--- src/rtl/bp_be_wb_arbiter.sv ---
// rtl/bp_be_wb_arbiter.sv - writeback arbiter merging the pipe result with buffered long-latency results
module bp_be_wb_arbiter #(
    parameter int data_width_p     = 64,
    parameter int reg_addr_width_p = 5,
    parameter int fifo_els_p       = 4,
    parameter int starve_limit_p   = 8,
    parameter int zero_x0_p        = 1
) (
    input  logic                               clk_i,
    input  logic                               reset_n_i,
    input  logic                               pipe_v_i,
    input  logic [reg_addr_width_p-1:0]        pipe_addr_i,
    input  logic [data_width_p-1:0]            pipe_data_i,
    input  logic                               long_v_i,
    input  logic [reg_addr_width_p-1:0]        long_addr_i,
    input  logic [data_width_p-1:0]            long_data_i,
    output logic                               long_ready_and_o,
    output logic                               rd_w_v_o,
    output logic [reg_addr_width_p-1:0]        rd_addr_o,
    output logic [data_width_p-1:0]            rd_data_o,
    output logic [$clog2(fifo_els_p+1)-1:0]    fifo_count_o,
    output logic                               starve_o
);

    localparam int cnt_w_lp    = $clog2(fifo_els_p + 1);
    localparam int ptr_w_lp    = $clog2(fifo_els_p);
    localparam int starve_w_lp = $clog2(starve_limit_p + 1);

    logic [cnt_w_lp-1:0]         count_r;
    logic [ptr_w_lp-1:0]         rd_ptr_r;
    logic [ptr_w_lp-1:0]         wr_ptr_r;
    logic [starve_w_lp-1:0]      starve_cnt_r;
    logic [starve_w_lp-1:0]      starve_cnt_n;
    logic [reg_addr_width_p-1:0] mem_addr [fifo_els_p];
    logic [data_width_p-1:0]     mem_data [fifo_els_p];

    logic                        fifo_nonempty;
    logic                        long_xfer;
    logic                        sel_v;
    logic                        deq;
    logic                        byp;
    logic                        enq;
    logic                        drop_x0;
    logic [reg_addr_width_p-1:0] sel_addr;
    logic [data_width_p-1:0]     sel_data;

    // Ready is a pure function of the registered occupancy, never of this cycle's inputs.
    assign long_ready_and_o = (count_r < cnt_w_lp'(fifo_els_p));
    assign fifo_count_o     = count_r;
    assign fifo_nonempty    = (count_r != '0);
    assign long_xfer        = long_v_i & long_ready_and_o;

    always_comb begin
        sel_v    = 1'b0;
        deq      = 1'b0;
        byp      = 1'b0;
        sel_addr = pipe_addr_i;
        sel_data = pipe_data_i;
        if (pipe_v_i) begin
            sel_v = 1'b1;
        end else if (fifo_nonempty) begin
            sel_v    = 1'b1;
            deq      = 1'b1;
            sel_addr = mem_addr[rd_ptr_r];
            sel_data = mem_data[rd_ptr_r];
        end else if (long_xfer) begin
            sel_v    = 1'b1;
            byp      = 1'b1;
            sel_addr = long_addr_i;
            sel_data = long_data_i;
        end
    end

    assign enq     = long_xfer & ~byp;
    assign drop_x0 = (zero_x0_p != 0) && (sel_addr == '0);

    // Starvation only accrues while the head sits behind a busy pipe.
    always_comb begin
        starve_cnt_n = starve_cnt_r;
        if (deq || !fifo_nonempty) begin
            starve_cnt_n = '0;
        end else if (pipe_v_i && (starve_cnt_r != starve_w_lp'(starve_limit_p))) begin
            starve_cnt_n = starve_cnt_r + starve_w_lp'(1);
        end
    end

    always_ff @(posedge clk_i) begin
        if (enq) begin
            mem_addr[wr_ptr_r] <= long_addr_i;
            mem_data[wr_ptr_r] <= long_data_i;
        end
    end

    always_ff @(posedge clk_i or negedge reset_n_i) begin
        if (!reset_n_i) begin
            count_r      <= '0;
            rd_ptr_r     <= '0;
            wr_ptr_r     <= '0;
            starve_cnt_r <= '0;
            starve_o     <= 1'b0;
            rd_w_v_o     <= 1'b0;
            rd_addr_o    <= '0;
            rd_data_o    <= '0;
        end else begin
            if (enq) begin
                wr_ptr_r <= wr_ptr_r + ptr_w_lp'(1);
            end
            if (deq) begin
                rd_ptr_r <= rd_ptr_r + ptr_w_lp'(1);
            end
            if (enq && !deq) begin
                count_r <= count_r + cnt_w_lp'(1);
            end else if (deq && !enq) begin
                count_r <= count_r - cnt_w_lp'(1);
            end
            starve_cnt_r <= starve_cnt_n;
            starve_o     <= (starve_cnt_n == starve_w_lp'(starve_limit_p));
            rd_w_v_o     <= sel_v & ~drop_x0;
            if (sel_v) begin
                rd_addr_o <= sel_addr;
                rd_data_o <= sel_data;
            end
        end
    end

endmodule

--- config.mk ---
export PLATFORM = sky130hd
export DESIGN_NAME = bp_be_wb_arbiter
export DESIGN_NICKNAME = d
export VERILOG_FILES = /design/src/rtl/bp_be_wb_arbiter.sv
export SDC_FILE = /design/constraint.sdc
export NUM_CORES = 1
export LEC_CHECK = 0
export CAP_MARGIN = 10
export CORE_ASPECT_RATIO = 1.2
export CORE_UTILIZATION = 34
export CTS_BUF_LIST = sky130_fd_sc_hd__clkbuf_8 sky130_fd_sc_hd__clkbuf_16
export DETAILED_ROUTE_END_ITERATION = 8
export GPL_TIMING_DRIVEN = 0
export SKIP_LAST_GASP = 1
export SLEW_MARGIN = 0
export SYNTH_ARGS = -nofsm -noshare
export SYNTH_HDL_FRONTEND = slang
export SYNTH_SLANG_ARGS = --single-unit
--- constraint.sdc ---
create_clock -name clk_i -period 4.26 [get_ports clk_i]
set_clock_uncertainty 0.05 [all_clocks]
set_input_delay 0.852 -clock clk_i [delete_from_list [all_inputs] [get_ports clk_i]]
set_output_delay 0.852 -clock clk_i [all_outputs]
set_load 0.01 [all_outputs]
==> out/results.tsv <==
stage	metric	value	unit
status	status	finished, final reports clean	
floorplan	IO Count	217	
timing	FMAX	312.6	MHz
clock_tree	clk_lat worst skew	0.53	ns
detailed_routing	vias per cell	5.047	
finish	layout cells sized above 1	0.1476	
synthesis	EDFF count, synth	276	
global_route	GRT Overall Usage	0.1709	
global_route	initial antenna violation count	1	
setup_path	r2r setup slk	1.49	ns
synthesis	#FFs+latches synth	358	
setup_path	WP data arrival	3.35	ns
synthesis	mapped cell area	14550	µm²
synthesis	post-synthesis sequential area ratio	0.7105	
timing	Max Slew Vio Count	0	
placed_design	placed cells	1729	
pwr	pwr dens	542.1	nW/µm²
setup_path	CP max FO	38	
clock_tree	CTS tree	built	
setup_path	Worst path slowest cell	clkdlybuf4s50_1	
setup_path	Crit path top cell by count	buf_2	
clock_tree	Root Buffer	clkbuf_16	
finish	# fillers	3745	
finish	Final #Nets	1372	
clock_tree	TritonCTS buffer count	38	
global_route	first-pass GRT wire length	56040	µm
detailed_routing	Iter 0 DRT Violations	586	
clock_tree	Sink Count	358	
timing	minimum clock period after layout	3.199	ns
synthesis	Yosys cell types	43	
floorplan	row cnt	82	
flow_run	# Max-Cap Violations	0	
finish	commonest non-fill, non-tap cell in the layout	edfxtp_1	
floorplan	Die Y	228.6	µm
pwr	maximum VDD drop	0.3008	mV
global_route	GRT overflow	0	
setup_path	CP max stage delay	0.69	ns
finish	storage element area	10340	µm²
placed_design	routability congestion estimate	0.7731	
setup_path	critical path startpoint category	input port	
detailed_routing	WL final	36880	µm
synthesis	Post-Syn Instances	963	
detailed_routing	Avg WL per Cell	20.49	µm
finish	synth-to-layout area growth	29.42	%
clock_tree	post_cts resized	0	
synthesis	Ys Warns	0	
floorplan	Die X-Extent	190.9	µm
detailed_routing	via count	9085	
synthesis	Async SR Flop Fraction	0.2291	
finish	utilization after layout	0.4489	
timing	Setup Total Neg Slack	0	ns
synthesis	post-synthesis average cell area	15.11	µm²
finish	post-route insts no fill	1800	
synthesis	ys flop type	edfxtp_1	
detailed_routing	# DRC	0	
timing	Worst slew margin	0.5045	
clock_tree	Clk pin slew, worst setup/hold paths	0.07	ns
floorplan	core box area	41960	µm²
clock_tree	Clock Path Buffers	3	
setup_path	critical path cell sequence	clkdlybuf4s50_1 -> nand2b_1 -> buf_2 -> buf_2 -> nor2_1 -> and2_4 -> buf_16	
floorplan	area of the die	43640	µm²
pwr	LEAKAGE	6.553	nW
clock_tree	Setup Fix Bufs, Post-CTS	0	
timing	worst slew pin tran	0.7433	ns
setup_path	WP data required	4.41	ns
clock_tree	H-tree levels	2	
setup_path	kind of end point of the critical path	register	
placed_design	detailed placement HPWL	24640	µm
clock_tree	post-cts hold buffer count	0	
finish	footprint of the multi-input gates	3842	µm²
timing	RSZ-0062 raised after global routing	false	
setup_path	WS Path Type	input port to register	
detailed_routing	DR pass1 iterations	5	
hold_path	worst hold path type	input port to asynchronous set/reset pin	
timing	final setup fails	0	
timing	Tcrit/Tclk final	0.7510	
global_route	largest net degree at the start of global routing	44	
global_route	vias in the first global route	9621	
floorplan	initial core utilization	0.3468	
detailed_routing	ANT nets after route	0	
timing	final hold violations	0	
finish	commonest non-fill, non-tap cells in the layout	edfxtp_1 (276), clkdlybuf4s50_1 (214), nand2_1 (205), a21oi_1 (128), dfrtp_1 (82)	
pwr	Tot Pwr	0.01021	W
placed_design	input/output buffers	215	
synthesis	net count after synthesis	1112	
==> cell usage after synthesis (all sizes together), types with 4 or more instances <==
master,number,share of area
nor3,5,0.0028
clkbuf,25,0.0064
xor2,4,0.0024
buf,39,0.018
dfrtp,82,0.14
nor2,8,0.0021
inv,5,0.0013
a21oi,129,0.045
and2,5,0.0021
edfxtp,276,0.57
o21ai,71,0.024
mux4,69,0.11
nand2,206,0.053
ha,6,0.0052
o221ai,4,0.0024
==> metal layers <==
layer | vias to the layer above | share of wire | GRT usage
met3 | 58 | 0.045 | 0.02380
li1 | 4144 | - | -
met4 | 0 | 0.023 | 0.05650
met5 | - | 0 | 0
met1 | 4608 | 0.42 | 0.2204
met2 | 275 | 0.51 | 0.2937
==> per-stage QoR <==
| stage | hold slack [ns] | setup slack, ns | cell area [µm²] |
|---|---|---|---|
| 2_1_floorplan | 0.4608 | 0.6452 | 14550 |
| 3_3_place_gp | 0.4251 | -1.685 | 17390 |
| 3_5_place_dp | 0.4386 | 0.4880 | 17530 |
| 4_1_cts | 0.3166 | 1.057 | 18830 |
| 5_1_grt | 0.3551 | 0.9404 | 18840 |
| 6_report | 0.3103 | 1.061 | 18840 |
==> worst max-delay path, delay by kind of cell <==
| kind | cells | cell delay [ns] |
|---|---|---|
| buffers and inverters | 4 | 1.38 |
| and+or+nand+nor | 3 | 1.07 |
==> area by class of cell <==
cell class	instances	area share
diodes	1	0.0001329
plain buffers	64	0.01926
clock buffers	47	0.05885
clock inverters	23	0.01010
inverters	5	0.0009964
multi-input cells	536	0.2040
flip-flops and latches	358	0.5490
well taps	546	0.03627
repair buffers	220	0.1214
==> registers in the layout, indices dropped and copies added (netlist names) <==
name          flops
mem_data        256
rd_data_o        64
mem_addr         20
rd_addr_o         5
starve_cnt_r      4
fifo_count_o      3
rd_ptr_r          2
wr_ptr_r          2
rd_w_v_o          1
starve_o          1
==> cell families after synthesis <==
group	synth area share
DFF	0.7105
buffers and inverters	0.02622
and+or+nand+nor	0.06542
xor gates and xnor gates	0.004213
muxes	0.1096
AOI/OAI and AO/OA	0.07754
adders and majority gates	0.006534
==> report_power, final <==
group / switching [W] / internal, W / total [W]
sequential: 0.000166 / 0.00405 / 0.00422
clock: 0.00133 / 0.00203 / 0.00336
combinational: 0.00123 / 0.00140 / 0.00263
==> worst paths after layout <==
check,endpoint,cells after the start,start
max in group asynchronous,rd_data_o[42],2,reset_n_i
setup reg to reg,mem_data[2][45],6,fifo_count_o[2]
setup / recovery,mem_data[2][45],7,long_v_i
hold / removal,rd_data_o[6],1,reset_n_i
min in group clk_i,rd_addr_o[1],2,rd_addr_o[1]
hold reg to reg,rd_addr_o[1],2,rd_addr_o[1]
No activity file was read; power rests on OpenSTA's default activity.
